===== config.mk =====
export PLATFORM = sky130hd
export DESIGN_NAME = sram_axi_bridge_mc_flat
export DESIGN_NICKNAME = d
export VERILOG_FILES = /design/src/rtl/sram_axi_bridge_mc_if.sv /design/src/rtl/sram_axi_bridge_mc.sv /design/src/flat_wrapper.sv
export SDC_FILE = /design/constraint.sdc
export NUM_CORES = 1
export LEC_CHECK = 0
export ABC_AREA = 1
export BUFFER_PORTS_ARGS = -buffer_cell sky130_fd_sc_hd__buf_2
export CAP_MARGIN = 0
export CORE_AREA = 3 3 145 147
export DETAILED_ROUTE_END_ITERATION = 10
export DIE_AREA = 0 0 148 150
export GPL_TIMING_DRIVEN = 0
export MAX_ROUTING_LAYER = met4
export PLACE_DENSITY = 0.68
export SLEW_MARGIN = 20
export SYNTH_ARGS = -nofsm -noshare
export SYNTH_HDL_FRONTEND = slang
export SYNTH_SLANG_ARGS = --single-unit

===== constraint.sdc =====
create_clock -name clk -period 4.45 [get_ports clk]
set_input_delay 0.445 -clock clk [delete_from_list [all_inputs] [get_ports clk]]
set_output_delay 0.445 -clock clk [all_outputs]
set_load 0.05 [all_outputs]

===== src/rtl/sram_axi_bridge_mc_if.sv =====
// AXI3 master-side bundle for sram_axi_bridge_mc: AR/R/AW/W/B channels plus the
// tied-off burst/lock/cache/prot attributes the bridge always presents.
interface sram_axi_bridge_mc_if #(
   parameter int ID_W = 4
);
   logic [ID_W-1:0] arid;
   logic [31:0]     araddr;
   logic [2:0]      arsize;
   logic [3:0]      arlen;
   logic [1:0]      arburst;
   logic [1:0]      arlock;
   logic [3:0]      arcache;
   logic [2:0]      arprot;
   logic            arvalid;
   logic            arready;

   logic [ID_W-1:0] rid;
   logic [31:0]     rdata;
   logic [1:0]      rresp;
   logic            rlast;
   logic            rvalid;
   logic            rready;

   logic [ID_W-1:0] awid;
   logic [31:0]     awaddr;
   logic [2:0]      awsize;
   logic [3:0]      awlen;
   logic [1:0]      awburst;
   logic [1:0]      awlock;
   logic [3:0]      awcache;
   logic [2:0]      awprot;
   logic            awvalid;
   logic            awready;

   logic [ID_W-1:0] wid;
   logic [31:0]     wdata;
   logic [3:0]      wstrb;
   logic            wlast;
   logic            wvalid;
   logic            wready;

   logic [ID_W-1:0] bid;
   logic [1:0]      bresp;
   logic            bvalid;
   logic            bready;

   modport master (
      output arid, araddr, arsize, arlen, arburst, arlock, arcache, arprot, arvalid,
      input  arready,
      input  rid, rdata, rresp, rlast, rvalid,
      output rready,
      output awid, awaddr, awsize, awlen, awburst, awlock, awcache, awprot, awvalid,
      input  awready,
      output wid, wdata, wstrb, wlast, wvalid,
      input  wready,
      input  bid, bresp, bvalid,
      output bready
   );

   modport slave (
      input  arid, araddr, arsize, arlen, arburst, arlock, arcache, arprot, arvalid,
      output arready,
      output rid, rdata, rresp, rlast, rvalid,
      input  rready,
      input  awid, awaddr, awsize, awlen, awburst, awlock, awcache, awprot, awvalid,
      output awready,
      input  wid, wdata, wstrb, wlast, wvalid,
      output wready,
      output bid, bresp, bvalid,
      input  bready
   );
endinterface


===== src/rtl/sram_axi_bridge_mc.sv =====
// NUM_CH SRAM-like request ports sharing one AXI3 master: fixed priority (channel 0 highest),
// one transaction in flight, AXI ID = granted channel, optional early write completion.
module sram_axi_bridge_mc #(
   parameter int NUM_CH   = 2,
   parameter int WR_EARLY = 0,
   parameter int ID_W     = 4
) (
   input  logic                  clk,
   input  logic                  rst,
   input  logic [NUM_CH-1:0]     ch_req,
   input  logic [NUM_CH-1:0]     ch_wr,
   input  logic [2*NUM_CH-1:0]   ch_size,
   input  logic [32*NUM_CH-1:0]  ch_addr,
   input  logic [32*NUM_CH-1:0]  ch_wdata,
   output logic [NUM_CH-1:0]     ch_addr_ok,
   output logic [NUM_CH-1:0]     ch_data_ok,
   output logic [31:0]           ch_rdata,
   output logic                  bus_err,
   sram_axi_bridge_mc_if.master  axi
);

   typedef enum logic [2:0] {IDLE, RD_A, RD_D, WR_AW, WR_B} state_t;

   state_t state, state_nxt;

   logic [ID_W-1:0]   id_q;
   logic [1:0]        size_q;
   logic [31:0]       addr_q;
   logic [31:0]       wdata_q;
   logic              aw_done;
   logic              w_done;

   logic              gnt_vld;
   logic [ID_W-1:0]   gnt_id;
   logic              gnt_wr;
   logic [1:0]        gnt_size;
   logic [31:0]       gnt_addr;
   logic [31:0]       gnt_wdata;
   logic [NUM_CH-1:0] gnt_onehot;
   logic [NUM_CH-1:0] id_onehot;
   logic              done_set;
   logic              err_set;
   logic              unused_ok;

   // Walk from the top so the lowest requesting index is the last (winning) assignment.
   always_comb begin
      // NOTE: every combinational output gets a default before any branch, so no path leaves it unassigned (no latch).
      gnt_vld    = 1'b0;
      gnt_id     = '0;
      gnt_wr     = 1'b0;
      gnt_size   = '0;
      gnt_addr   = '0;
      gnt_wdata  = '0;
      gnt_onehot = '0;
      for (int i = NUM_CH - 1; i >= 0; i--) begin
         if (ch_req[i]) begin
            gnt_vld       = 1'b1;
            gnt_id        = ID_W'(i);
            gnt_wr        = ch_wr[i];
            gnt_size      = ch_size[2*i +: 2];
            gnt_addr      = ch_addr[32*i +: 32];
            gnt_wdata     = ch_wdata[32*i +: 32];
            gnt_onehot    = '0;
            gnt_onehot[i] = 1'b1;
         end
      end
   end

   always_comb begin
      id_onehot = '0;
      for (int i = 0; i < NUM_CH; i++) begin
         id_onehot[i] = (id_q == ID_W'(i));
      end
   end

   always_comb begin
      state_nxt   = state;
      ch_addr_ok  = '0;
      axi.arvalid = 1'b0;
      axi.rready  = 1'b0;
      axi.awvalid = 1'b0;
      axi.wvalid  = 1'b0;
      axi.bready  = 1'b0;
      case (state)
         IDLE: begin
            if (gnt_vld) begin
               ch_addr_ok = gnt_onehot;
               state_nxt  = gnt_wr ? WR_AW : RD_A;
            end
         end
         RD_A: begin
            axi.arvalid = 1'b1;
            if (axi.arready) state_nxt = RD_D;
         end
         RD_D: begin
            axi.rready = 1'b1;
            if (axi.rvalid) state_nxt = IDLE;
         end
         WR_AW: begin
            // AW and W are independent; each retires on its own handshake.
            axi.awvalid = !aw_done;
            axi.wvalid  = !w_done;
            if ((aw_done || axi.awready) && (w_done || axi.wready)) state_nxt = WR_B;
         end
         WR_B: begin
            axi.bready = 1'b1;
            if (axi.bvalid) state_nxt = IDLE;
         end
         default: state_nxt = IDLE;
      endcase
   end

   always_comb begin
      done_set = (state == RD_D) && axi.rvalid;
      if (WR_EARLY != 0) done_set = done_set || (axi.wvalid && axi.wready);
      else               done_set = done_set || ((state == WR_B) && axi.bvalid);
      err_set = ((state == RD_D) && axi.rvalid && (axi.rresp != 2'b00)) ||
                ((state == WR_B) && axi.bvalid && (axi.bresp != 2'b00));
   end

   always_comb begin
      case (size_q)
         2'd0:    axi.wstrb = 4'b0001 << addr_q[1:0];
         2'd1:    axi.wstrb = 4'b0011 << {addr_q[1], 1'b0};
         default: axi.wstrb = 4'b1111;
      endcase
   end

   always_ff @(posedge clk) begin
      // NOTE: state registers use non-blocking assignments so every flop samples pre-edge values.
      if (rst) begin
         state      <= IDLE;
         aw_done    <= 1'b0;
         w_done     <= 1'b0;
         ch_data_ok <= '0;
         ch_rdata   <= '0;
         bus_err    <= 1'b0;
      end else begin
         state      <= state_nxt;
         ch_data_ok <= done_set ? id_onehot : '0;
         bus_err    <= err_set;
         if (state == IDLE) begin
            aw_done <= 1'b0;
            w_done  <= 1'b0;
         end else if (state == WR_AW) begin
            if (axi.awvalid && axi.awready) aw_done <= 1'b1;
            if (axi.wvalid && axi.wready)   w_done  <= 1'b1;
         end
         if ((state == RD_D) && axi.rvalid) ch_rdata <= axi.rdata;
      end
   end

   // NOTE: the request payload is always loaded at grant before anything reads it, so it carries no reset.
   always_ff @(posedge clk) begin
      if ((state == IDLE) && gnt_vld) begin
         id_q    <= gnt_id;
         size_q  <= gnt_size;
         addr_q  <= gnt_addr;
         wdata_q <= gnt_wdata;
      end
   end

   assign axi.arid    = id_q;
   assign axi.araddr  = addr_q;
   assign axi.arsize  = {1'b0, size_q};
   assign axi.arlen   = 4'd0;
   assign axi.arburst = 2'b01;
   assign axi.arlock  = 2'b00;
   assign axi.arcache = 4'd0;
   assign axi.arprot  = 3'd0;

   assign axi.awid    = id_q;
   assign axi.awaddr  = addr_q;
   assign axi.awsize  = {1'b0, size_q};
   assign axi.awlen   = 4'd0;
   assign axi.awburst = 2'b01;
   assign axi.awlock  = 2'b00;
   assign axi.awcache = 4'd0;
   assign axi.awprot  = 3'd0;

   assign axi.wid     = id_q;
   assign axi.wdata   = wdata_q;
   assign axi.wlast   = 1'b1;

   // Response IDs and rlast carry no information for single-beat, single-outstanding traffic.
   assign unused_ok = ^{axi.rid, axi.rlast, axi.bid};

endmodule


===== src/flat_wrapper.sv =====
// flat-port wrapper written by rule: the top's interface ports become plain ports
module sram_axi_bridge_mc_flat 
#(
   parameter int NUM_CH   = 2,
   parameter int WR_EARLY = 0,
   parameter int ID_W     = 4
)
  (clk, rst, ch_req, ch_wr, ch_size, ch_addr, ch_wdata, ch_addr_ok, ch_data_ok, ch_rdata, bus_err, axi_arid, axi_araddr, axi_arsize, axi_arlen, axi_arburst, axi_arlock, axi_arcache, axi_arprot, axi_arvalid, axi_arready, axi_rid, axi_rdata, axi_rresp, axi_rlast, axi_rvalid, axi_rready, axi_awid, axi_awaddr, axi_awsize, axi_awlen, axi_awburst, axi_awlock, axi_awcache, axi_awprot, axi_awvalid, axi_awready, axi_wid, axi_wdata, axi_wstrb, axi_wlast, axi_wvalid, axi_wready, axi_bid, axi_bresp, axi_bvalid, axi_bready);
  sram_axi_bridge_mc_if #(.ID_W(ID_W)) axi_i ();
  input  logic clk;
  input  logic rst;
  input  logic [NUM_CH-1:0] ch_req;
  input  logic [NUM_CH-1:0] ch_wr;
  input  logic [2*NUM_CH-1:0] ch_size;
  input  logic [32*NUM_CH-1:0] ch_addr;
  input  logic [32*NUM_CH-1:0] ch_wdata;
  output logic [NUM_CH-1:0] ch_addr_ok;
  output logic [NUM_CH-1:0] ch_data_ok;
  output logic [31:0] ch_rdata;
  output logic bus_err;
  output wire logic [$bits(axi_i.arid)-1:0] axi_arid;
  output wire logic [$bits(axi_i.araddr)-1:0] axi_araddr;
  output wire logic [$bits(axi_i.arsize)-1:0] axi_arsize;
  output wire logic [$bits(axi_i.arlen)-1:0] axi_arlen;
  output wire logic [$bits(axi_i.arburst)-1:0] axi_arburst;
  output wire logic [$bits(axi_i.arlock)-1:0] axi_arlock;
  output wire logic [$bits(axi_i.arcache)-1:0] axi_arcache;
  output wire logic [$bits(axi_i.arprot)-1:0] axi_arprot;
  output wire logic [$bits(axi_i.arvalid)-1:0] axi_arvalid;
  input wire logic [$bits(axi_i.arready)-1:0] axi_arready;
  input wire logic [$bits(axi_i.rid)-1:0] axi_rid;
  input wire logic [$bits(axi_i.rdata)-1:0] axi_rdata;
  input wire logic [$bits(axi_i.rresp)-1:0] axi_rresp;
  input wire logic [$bits(axi_i.rlast)-1:0] axi_rlast;
  input wire logic [$bits(axi_i.rvalid)-1:0] axi_rvalid;
  output wire logic [$bits(axi_i.rready)-1:0] axi_rready;
  output wire logic [$bits(axi_i.awid)-1:0] axi_awid;
  output wire logic [$bits(axi_i.awaddr)-1:0] axi_awaddr;
  output wire logic [$bits(axi_i.awsize)-1:0] axi_awsize;
  output wire logic [$bits(axi_i.awlen)-1:0] axi_awlen;
  output wire logic [$bits(axi_i.awburst)-1:0] axi_awburst;
  output wire logic [$bits(axi_i.awlock)-1:0] axi_awlock;
  output wire logic [$bits(axi_i.awcache)-1:0] axi_awcache;
  output wire logic [$bits(axi_i.awprot)-1:0] axi_awprot;
  output wire logic [$bits(axi_i.awvalid)-1:0] axi_awvalid;
  input wire logic [$bits(axi_i.awready)-1:0] axi_awready;
  output wire logic [$bits(axi_i.wid)-1:0] axi_wid;
  output wire logic [$bits(axi_i.wdata)-1:0] axi_wdata;
  output wire logic [$bits(axi_i.wstrb)-1:0] axi_wstrb;
  output wire logic [$bits(axi_i.wlast)-1:0] axi_wlast;
  output wire logic [$bits(axi_i.wvalid)-1:0] axi_wvalid;
  input wire logic [$bits(axi_i.wready)-1:0] axi_wready;
  input wire logic [$bits(axi_i.bid)-1:0] axi_bid;
  input wire logic [$bits(axi_i.bresp)-1:0] axi_bresp;
  input wire logic [$bits(axi_i.bvalid)-1:0] axi_bvalid;
  output wire logic [$bits(axi_i.bready)-1:0] axi_bready;
  assign axi_arid = axi_i.arid;
  assign axi_araddr = axi_i.araddr;
  assign axi_arsize = axi_i.arsize;
  assign axi_arlen = axi_i.arlen;
  assign axi_arburst = axi_i.arburst;
  assign axi_arlock = axi_i.arlock;
  assign axi_arcache = axi_i.arcache;
  assign axi_arprot = axi_i.arprot;
  assign axi_arvalid = axi_i.arvalid;
  assign axi_i.arready = axi_arready;
  assign axi_i.rid = axi_rid;
  assign axi_i.rdata = axi_rdata;
  assign axi_i.rresp = axi_rresp;
  assign axi_i.rlast = axi_rlast;
  assign axi_i.rvalid = axi_rvalid;
  assign axi_rready = axi_i.rready;
  assign axi_awid = axi_i.awid;
  assign axi_awaddr = axi_i.awaddr;
  assign axi_awsize = axi_i.awsize;
  assign axi_awlen = axi_i.awlen;
  assign axi_awburst = axi_i.awburst;
  assign axi_awlock = axi_i.awlock;
  assign axi_awcache = axi_i.awcache;
  assign axi_awprot = axi_i.awprot;
  assign axi_awvalid = axi_i.awvalid;
  assign axi_i.awready = axi_awready;
  assign axi_wid = axi_i.wid;
  assign axi_wdata = axi_i.wdata;
  assign axi_wstrb = axi_i.wstrb;
  assign axi_wlast = axi_i.wlast;
  assign axi_wvalid = axi_i.wvalid;
  assign axi_i.wready = axi_wready;
  assign axi_i.bid = axi_bid;
  assign axi_i.bresp = axi_bresp;
  assign axi_i.bvalid = axi_bvalid;
  assign axi_bready = axi_i.bready;
  sram_axi_bridge_mc #(.NUM_CH(NUM_CH), .WR_EARLY(WR_EARLY), .ID_W(ID_W)) u_core (.clk(clk), .rst(rst), .ch_req(ch_req), .ch_wr(ch_wr), .ch_size(ch_size), .ch_addr(ch_addr), .ch_wdata(ch_wdata), .ch_addr_ok(ch_addr_ok), .ch_data_ok(ch_data_ok), .ch_rdata(ch_rdata), .bus_err(bus_err), .axi(axi_i));
endmodule

==> impl_metrics.toml, run 1 <==
[grt]
grt.busiest_layer = "met2"
grt_pass1_vias = 4191
grt_first_pass_wirelength_mm = 23.4
grt_overflow = 0
use_met3_pct = 4.48
grt_usage_pct = 14.2
grt_use_met1_pct = 16.2
met2_usage_pct = 24.3
grt_max_degree = 26
antenna_found_initial = 4

[sta]
fmax_mhz = 474
fin_tns_setup_ns = 0
grt_setup_unrepaired = "no"
holdWs_ns = 0.303
fin_ws_ns = 2.34
finalMaxSlewViolations = 0
tightest_slew_ns = 0.577
fin_crit_sh_pct = 47.5
max_slew_margin_pct = 61.5
final-setup-viol-count = 0
finClkSkew_ns = 0.00707
period_minus_slack_ns = 2.11
finalHoldViolCount = 0

[yosys]
yosys.area_share.adder_pct = 0
synthXorXnorAreaFrac_pct = 0
synth-seq-cells = 107
postSynthCellCount = 457
synth_compound_area_share_pct = 16.2
synthFlopType = "edfxtp_1"
synthSimpleGateAreaFrac_pct = 10.5
synth_edf_count = 67
syn_area_um2 = 4980
yosys_warnings = 0
synth-async-reset-ratio_pct = 0
seq_area_frac_synth_pct = 56.5
synth_top_family_by_area = "buffers and inverters"
synthMuxAreaShare_pct = 0
synth_area_leader_cell = "edfxtp_1"
synth_area_per_cell_um2 = 10.9
netlist-cell-type-count = 28
synthTopCellsByArea = "edfxtp_1 (40%), dfxtp_1 (16%), buf_4 (12%)"
synth_top_area_share_pct = 40.4

[drt]
viasPerCell = 4.08
wl_per_cell_um = 14.9
drc = 0
drtAntennaViolNets = 0
drtIter0Drc = 178
dr.pass1.iters = 4
vias = 4549
routed_wl_mm = 16.7

[setup_path]
r2r_setup_slack_ns = 2.59
endpoint_kind = "output pin"
critical_path.max_stage_delay_ns = 0.37
r2r-start = "u_core.state[2]"
slowest_stage = "dfxtp_1"
cp.arrival_ns = 1.67
required_ns = 4.01
start_kind = "flop"
critPathKind = "reg2out"
reg2reg_to = "u_core.axi.araddr[12]"
path_cells = "nor2_1, inv_1, nor2_1, inv_1, nor3_1, buf_2"
crit_path_end = "ch_addr_ok[1]"
startpoint = "u_core.state[2]"
r2r_cells = 7
critPathMaxFanout = 5

[cells_and_area]
mostFrequentLayoutCells = "buf_2 (332), buf_4 (82), nor2_1 (70)"
drive_above_1_share_pct = 55.2
utilization_pct = 37.6
final_nets = 1025
synthToLayoutAreaGrowth_pct = 51.5
final_common_cell = "buf_2"

[clock_tree]
cts_setup_buffers = 0
clock-root-buffer = "clkbuf_16"
max-clock-path-buffers = 2
htreeDepth = 3
cts_sinks = 107
cts_buffers = 9
clk_pin_slew_ns = 0.08
tritoncts = "built"
clock_latency_ns = 0.36
holdBufCountCts = 0
cts_resized = 0

[power]
p_leak_uw = 0.00389
p_per_area_nw_per_um2 = 766
peakVddDrop_mv = 0.280

[hold_path]
hold_class = "in2reg"

[outcome]
status = "complete, no violations"

[place]
dpl_worst_slack_ns = 2.49
placement.io_buffers = 326
dp_hpwl_mm = 13.5
gp_congestion = 0.808

[floorplanning]
die-width_um = 148
die_h_um = 150
core_area_um2 = 20000
die_area_um2 = 22200
boundaryPins = 379
initial_utilization_pct = 24.8
rows = 52

[flow_run]
drv_cap = 0
==> cell families after synthesis <==
| family | Yosys count |
|---|---|
| buffers and inverters | 125 |
| and+or+nand+nor | 113 |
| AOI/OAI and AO/OA | 110 |
| DFF | 107 |
| other | 2 |
==> sequential cells by signal (all words and copies together), names as in the netlist <==
register           cells
u_core.axi.araddr     32
u_core.axi.wdata      32
u_core.ch_rdata       32
u_core.state           3
u_core.ch_data_ok      2
u_core.size_q          2
u_core.aw_done         1
u_core.axi.arid        1
u_core.bus_err         1
u_core.w_done          1
==> report_power, final <==
part / switching (uW) / total (uW) / internal (uW)
logic: 2430 / 3200 / 775
registers: 161 / 1640 / 1470
clock network: 384 / 938 / 555
==> metrics by stage <==
step                power [uW]  instance area (um2)  std cells
CTS                       5840                 7540       1112
floorplan                 4080                 5130        497
detailed placement        4880                 7190       1096
global placement          4780                 7100       1093
finish                    5780                 7540       1114
global route              6030                 7540       1114
==> layout make-up <==
type	count	area (um2)
antenna	2	5.00
buffer	103	747
clock buffer	9	225
clock inverter	7	123
fill	2053	12500
inverter	22	85.1
multi-input combinational	265	1500
sequential	107	2810
tap	270	338
timing repair buffer	329	1710
==> metal layers <==
metal	routed length, um	vias up
li1	-	2236
met1	6410	2058
met2	8410	231
met3	1560	24
met4	267	0
met5	0	-
==> synthesized netlist by cell type, types with 2 or more instances <==
cell type,number
buf_4,82
nor2_1,70
edfxtp_1,67
a22o_1,66
dfxtp_1,40
o21ai_0,29
inv_1,18
nand2_1,18
nor2_2,12
o21ai_1,12
clkbuf_1,9
buf_2,6
buf_6,6
inv_2,3
nor2_4,3
conb_1,2
nand3_1,2
nor3_1,2
==> critical path: cells and delay by family (launching register included) <==
kind	cells	cell delay, ns
buf+inv	3	0.49
simple gates	3	0.46
flops	1	0.37
==> worst min path at each step <==
stage / end / startpoint / cells after the start
floorplan: u_core.ch_data_ok[0] / u_core.axi.arid[0] / 1
global placement: u_core.ch_rdata[5] / u_core.ch_rdata[5] / 2
detailed placement: u_core.ch_rdata[10] / u_core.ch_rdata[10] / 2
CTS: u_core.ch_rdata[17] / axi_rdata[17] / 3
global route: u_core.bus_err / rst / 2
finish: u_core.ch_rdata[17] / axi_rdata[17] / 3
Note: power is estimated with default switching activity, not from simulation.
==> run 2, diff against run 1 <==
--- a/config.mk
+++ b/config.mk
@@ -8,12 +8,12 @@
 export ABC_AREA = 1
 export BUFFER_PORTS_ARGS = -buffer_cell sky130_fd_sc_hd__buf_2
 export CAP_MARGIN = 0
-export CORE_AREA = 3 3 145 147
+export CORE_AREA = 3 3 146 148
 export DETAILED_ROUTE_END_ITERATION = 10
-export DIE_AREA = 0 0 148 150
+export DIE_AREA = 0 0 149 151
 export GPL_TIMING_DRIVEN = 0
 export MAX_ROUTING_LAYER = met4
-export PLACE_DENSITY = 0.68
+export PLACE_DENSITY = 0.66
 export SLEW_MARGIN = 20
 export SYNTH_ARGS = -nofsm -noshare
 export SYNTH_HDL_FRONTEND = slang
==> constraint.sdc (replaced) <==
create_clock -name clk -period 2.04 [get_ports clk]
set_input_delay 0.204 -clock clk [delete_from_list [all_inputs] [get_ports clk]]
set_output_delay 0.204 -clock clk [all_outputs]
set_load 0.05 [all_outputs]
==> run 2 against run 1 <==
  * Sequential cell count is the same
  * Largest power group unchanged
  * Sequential power increased by 120%
  * Setup slack worse by 2.0 ns
==> impl_metrics.toml, run 2 (same netlist as run 1, synthesis figures left out) <==
[drt]
viasPerCell = 4.03
drtAntennaViolNets = 0
dr.pass1.iters = 6
wl_per_cell_um = 14.8
drtIter0Drc = 163
drc = 0
vias = 4511
routed_wl_mm = 16.6

[cells_and_area]
register_area_um2 = 2820
drive_above_1_share_pct = 56.3
nFillCells = 2059
final_nets = 1031
finalNonFillerCells = 1120
fin_area_um2 = 7540
synthToLayoutAreaGrowth_pct = 51.5
mostFrequentLayoutCells = "buf_2 (332), buf_4 (88), nor2_1 (68)"
final_common_cell = "buf_2"
multi_input_comb_area_um2 = 1510

[sta]
fin_ws_ns = 0.338
final-setup-viol-count = 0
fin_tns_setup_ns = 0
max_slew_margin_pct = 54.0
period_minus_slack_ns = 1.70
finClkSkew_ns = 0.00787
fin_crit_sh_pct = 83.4
finalHoldViolCount = 0
finalMaxSlewViolations = 0
grt_setup_unrepaired = "no"
fmax_mhz = 588
tightest_slew_ns = 0.690
holdWs_ns = 0.0482

[clock_tree]
cts_buffers = 9
clk_pin_slew_ns = 0.07
max-clock-path-buffers = 2
clock_latency_ns = 0.35
cts_sinks = 107
clock-root-buffer = "clkbuf_16"
tritoncts = "built"
htreeDepth = 3
holdBufCountCts = 0
cts_setup_buffers = 0
cts_resized = 0

[grt]
antenna_found_initial = 2
grt_overflow = 0
grt_usage_pct = 14.0
grt_max_degree = 26
grt_first_pass_wirelength_mm = 23.3
grt_pass1_vias = 4194

[setup_path]
reg2reg_to = "u_core.axi.wdata[24]"
r2r_setup_slack_ns = 0.35
critPathMaxFanout = 6
r2r-start = "u_core.state[1]"
critPathKind = "reg2out"
r2r_cells = 7
cp.arrival_ns = 1.50
start_kind = "flop"
endpoint_kind = "output pin"
required_ns = 1.84

[floorplanning]
boundaryPins = 379
die_h_um = 151
rows = 52
initial_utilization_pct = 24.7
core_area_um2 = 20200
die_area_um2 = 22500
die-width_um = 149

[hold_path]
hold_class = "in2reg"
hold_start = "rst"
hold_depth = 2
worstHoldEndpoint = "u_core.bus_err"

[power]
p_leak_uw = 0.00390
peakVddDrop_mv = 0.606
p_per_area_nw_per_um2 = 1640

[outcome]
status = "complete, no violations"

[flow_run]
drv_cap = 0

[place]
gp_congestion = 0.798
placement.io_buffers = 326
placed_area_um2 = 7210
dpl_worst_slack_ns = 0.0987
dp_hpwl_mm = 13.6
placedCellCount = 1096
## run 2: cell count changes in the layout (fill, tap and decap cells not counted), sizes merged
cell / delta
clkinvlp: -1
clkinv: +3
inv: +1
buf: +6
bufinv: -3
## run 2: critical path, stage by stage, from the launching register on
cell     delay, ns
dfxtp_1       0.44
nand2_1       0.07
nor2_1        0.18
inv_1         0.10
nor2_1        0.09
buf_2         0.27
## run 2: report_power, final
| part | total (uW) | leakage [uW] | switching (uW) | internal [uW] |
|---|---|---|---|---|
| sequential | 3580 | 0.000985 | 360 | 3220 |
| combinational | 7090 | 0.00277 | 5310 | 1790 |
| clock | 1700 | 0.000138 | 853 | 851 |
## run 2: how the worst max path moves through the flow
| stage | slack [ns] | depth (start not counted) | endpoint | start |
|---|---|---|---|---|
| after global placement | -0.79 | 5 | u_core.axi.wdata[24] | u_core.state[1] |
| final | 0.34 | 5 | axi_wvalid | u_core.state[0] |
| after floorplan | -0.17 | 5 | u_core.axi.araddr[0] | u_core.state[1] |
| after CTS | 0.08 | 7 | u_core.axi.wdata[30] | u_core.state[1] |
| after detailed placement | 0.1 | 7 | u_core.axi.wdata[24] | u_core.state[1] |
| after global routing | 0.04 | 5 | axi_wvalid | u_core.state[0] |
## run 2: per-layer routing
metal  wire length, um  vias up  share of wire [%]  global-route usage [%]
li1                  -     2240                  -                       -
met1              6230     2025                 38                    15.6
met3              1640       16                9.9                    4.37
met4               259        0                1.6                    4.39
met5                 0        -                  0                       -
met2              8470      230                 51                    24.1
## run 2: final cells by class
class	instances	share of cell area, %
clock inverters	7	0.796
well taps	270	4.48
inverters	22	1.13
flip-flops and latches	107	37.4
multi-input cells	265	20.0
plain buffers	103	9.90
repair buffers	335	23.3
diodes	2	0.0664
clock buffers	9	2.99
## run 2: through the flow
| stage | util, % | total power (uW) |
|---|---|---|
| 6_report | 37.4 | 12400 |
| 5_1_grt | 37.4 | 12900 |
| 4_1_cts | 37.1 | 12400 |
| 2_1_floorplan | - | 8920 |
| 3_5_place_dp | 35.7 | 10700 |
| 3_3_place_gp | 35.3 | 10500 |
==> run 3, diff against run 2 <==
==> constraint.sdc (replaced) <==
create_clock -name clk -period 1.7 [get_ports clk]
set_input_delay 0.17 -clock clk [delete_from_list [all_inputs] [get_ports clk]]
set_output_delay 0.17 -clock clk [all_outputs]
set_load 0.05 [all_outputs]
==> run 3 against run 2 <==
  * Cell area is 0.41% higher
  * Largest cell class unchanged
  * Sequential cell count unchanged
  * Wire length about the same
  * Non-clock buffer count did not move
  * Power grew 20%
  * Register-to-register slack lost 0.21 ns
  * Critical path depth grew 1
  * Critical endpoint is now ch_addr_ok[1]
  * Final cell count did not move
  * Sequential share of layout area is 0.14 points lower
  * Count of clock-buffer cells in the layout unchanged
==> impl_metrics.toml, run 3 (same netlist as run 1, synthesis figures left out) <==
[outcome]
status = "complete, no violations"

[setup_path]
path_cells = "nor2_4, inv_2, nor2_2, inv_2, nor3_2, buf_6"
cp.buffers_inverters = 3
start_kind = "flop"
critPathKind = "reg2out"
reg2reg_to = "u_core.axi.araddr[7]"
cp.arrival_ns = 1.40
r2r_cells = 7
r2r-start = "u_core.state[1]"
crit_top_cell = "inv_2"
critPathMaxFanout = 5
required_ns = 1.53
endpoint_kind = "output pin"
r2r_setup_slack_ns = 0.14
critPathTopFamily = "flip-flops"
critical_path.max_stage_delay_ns = 0.37
slowest_stage = "dfxtp_4"

[sta]
finalMaxSlewViolations = 0
finalHoldViolCount = 0
fin_tns_setup_ns = 0
final-setup-viol-count = 0
max_slew_margin_pct = 52.0
fmax_mhz = 637
finClkSkew_ns = 0.00826
fin_ws_ns = 0.131
tightest_slew_ns = 0.719
period_minus_slack_ns = 1.57
fin_crit_sh_pct = 92.3
grt_setup_unrepaired = "yes"

[grt]
grt_max_degree = 26
use_met3_pct = 4.37
met2_usage_pct = 24.2
grt_usage_pct = 14.0
grt_overflow = 0
antenna_found_initial = 2
grt_pass1_vias = 4213
grt.busiest_layer = "met2"
grt_first_pass_wirelength_mm = 23.3
grt_use_met1_pct = 15.6

[drt]
drtAntennaViolNets = 0
drc = 0
dr.pass1.iters = 6
viasPerCell = 4.03
vias = 4511
routed_wl_mm = 16.6
wl_per_cell_um = 14.8
drtIter0Drc = 159

[cells_and_area]
synthToLayoutAreaGrowth_pct = 52.1
final_common_cell = "buf_2"
multi_input_comb_area_um2 = 1520
utilization_pct = 37.5
mostFrequentLayoutCells = "buf_2 (328), buf_4 (88), nor2_1 (67), edfxtp_1 (67), a22o_1 (66)"
drive_above_1_share_pct = 56.5
nFillCells = 2052
register_area_um2 = 2820
final_nets = 1031

[hold_path]
worstHoldEndpoint = "u_core.ch_rdata[17]"
hold_class = "in2reg"
hold_depth = 3
hold_start = "axi_rdata[17]"

[power]
switching_share_pct = 52.7
power.switching_uw = 7830
peakVddDrop_mv = 0.743
p_leak_uw = 0.00390
power.clock.fraction_pct = 13.7
seqPwrFrac_pct = 29.0
p_comb_share_pct = 57.3
total_power_uw = 14900
cell_internal_pwr_uw = 7030
p_per_area_nw_per_um2 = 1960

[clock_tree]
tritoncts = "built"
clk_pin_slew_ns = 0.07
max-clock-path-buffers = 2
clock_latency_ns = 0.35
htreeDepth = 3
cts_buffers = 9
cts_sinks = 107
clock-root-buffer = "clkbuf_16"

[floorplanning]
rows = 52
boundaryPins = 379
die-width_um = 149
die_area_um2 = 22500
die_h_um = 151
initial_utilization_pct = 24.7
core_area_um2 = 20200

[flow_run]
drv_cap = 0

[place]
dp_hpwl_mm = 13.6
placement.io_buffers = 326
gp_congestion = 0.798
dpl_worst_slack_ns = -0.241
==> run 3: cell types whose count changed in the layout (fill, tap and decap cells not counted) <==
cell | before | now
buf_6 | 6 | 8
nor3_2 | 0 | 1
nor3_1 | 2 | 1
dfxtp_2 | 1 | 2
buf_2 | 332 | 328
clkbuf_4 | 0 | 1
clkbuf_16 | 9 | 10
nor2_1 | 68 | 67
buf_16 | 3 | 2
dlygate4sd3_1 | 0 | 1
nor2_4 | 4 | 5
dfxtp_1 | 38 | 37
==> run 3: area by class of cell <==
type	instances	share of cell area (%)
Tap cell	270	4.46
Multi-Input combinational cell	265	20.0
Clock inverter	7	0.793
Buffer	103	9.86
Sequential cell	107	37.2
Inverter	22	1.12
Timing Repair Buffer	335	23.5
Antenna cell	2	0.0661
Clock buffer	9	2.97
==> run 3: worst register-to-register path, stage by stage, from the launching register on <==
cell	delay [ns]
dfxtp_4	0.37
nor2_4	0.14
inv_2	0.05
nor2_2	0.10
inv_2	0.08
a21oi_4	0.17
clkbuf_16	0.18
buf_16	0.17
==> run 3: power groups by stage <==
stage	clock [uW]	sequential [uW]	combinational, uW
after floorplan	0	7210	3500
after detailed placement	0	4360	8470
after CTS	2130	4310	8530
after global placement	0	4380	8170
after global routing	2220	4400	8930
final	2040	4300	8510
==> run 3: layer usage <==
metal / vias up / part of all wire (%)
met5: - / 0
met4: 0 / 1.6
met3: 16 / 9.9
met2: 234 / 51
met1: 2023 / 38
li1: 2238 / -
==> run 3: worst max-delay path by stage <==
stage	cells after the start	to	start	slack, ns
2_1_floorplan	5	u_core.axi.araddr[0]	u_core.state[1]	-0.51
3_3_place_gp	5	u_core.axi.wdata[24]	u_core.state[1]	-1.13
3_5_place_dp	7	u_core.axi.wdata[24]	u_core.state[1]	-0.24
4_1_cts	6	ch_addr_ok[1]	u_core.state[1]	0.0002
5_1_grt	6	ch_addr_ok[1]	u_core.state[2]	-0.01
6_report	6	ch_addr_ok[1]	u_core.state[1]	0.13
==> run 3: per-stage QoR <==
stage / area, um2 / cells / hold slack [ns]
after CTS: 7520 / 1115 / 0.0218
after detailed placement: 7210 / 1096 / 0.373
final: 7570 / 1120 / 0.0423
after floorplan: 5150 / 497 / 0.232
after global placement: 7120 / 1093 / 0.372
after global routing: 7570 / 1120 / 0.0338
==> run 3: what timing repair did <==
action                                 4_1_cts  5_1_grt
resized for setup                            1       12
endpoints found under the hold margin        1        0
setup endpoints to repair                   58       29
buffers inserted                             2        3
hold buffers                                 1        0
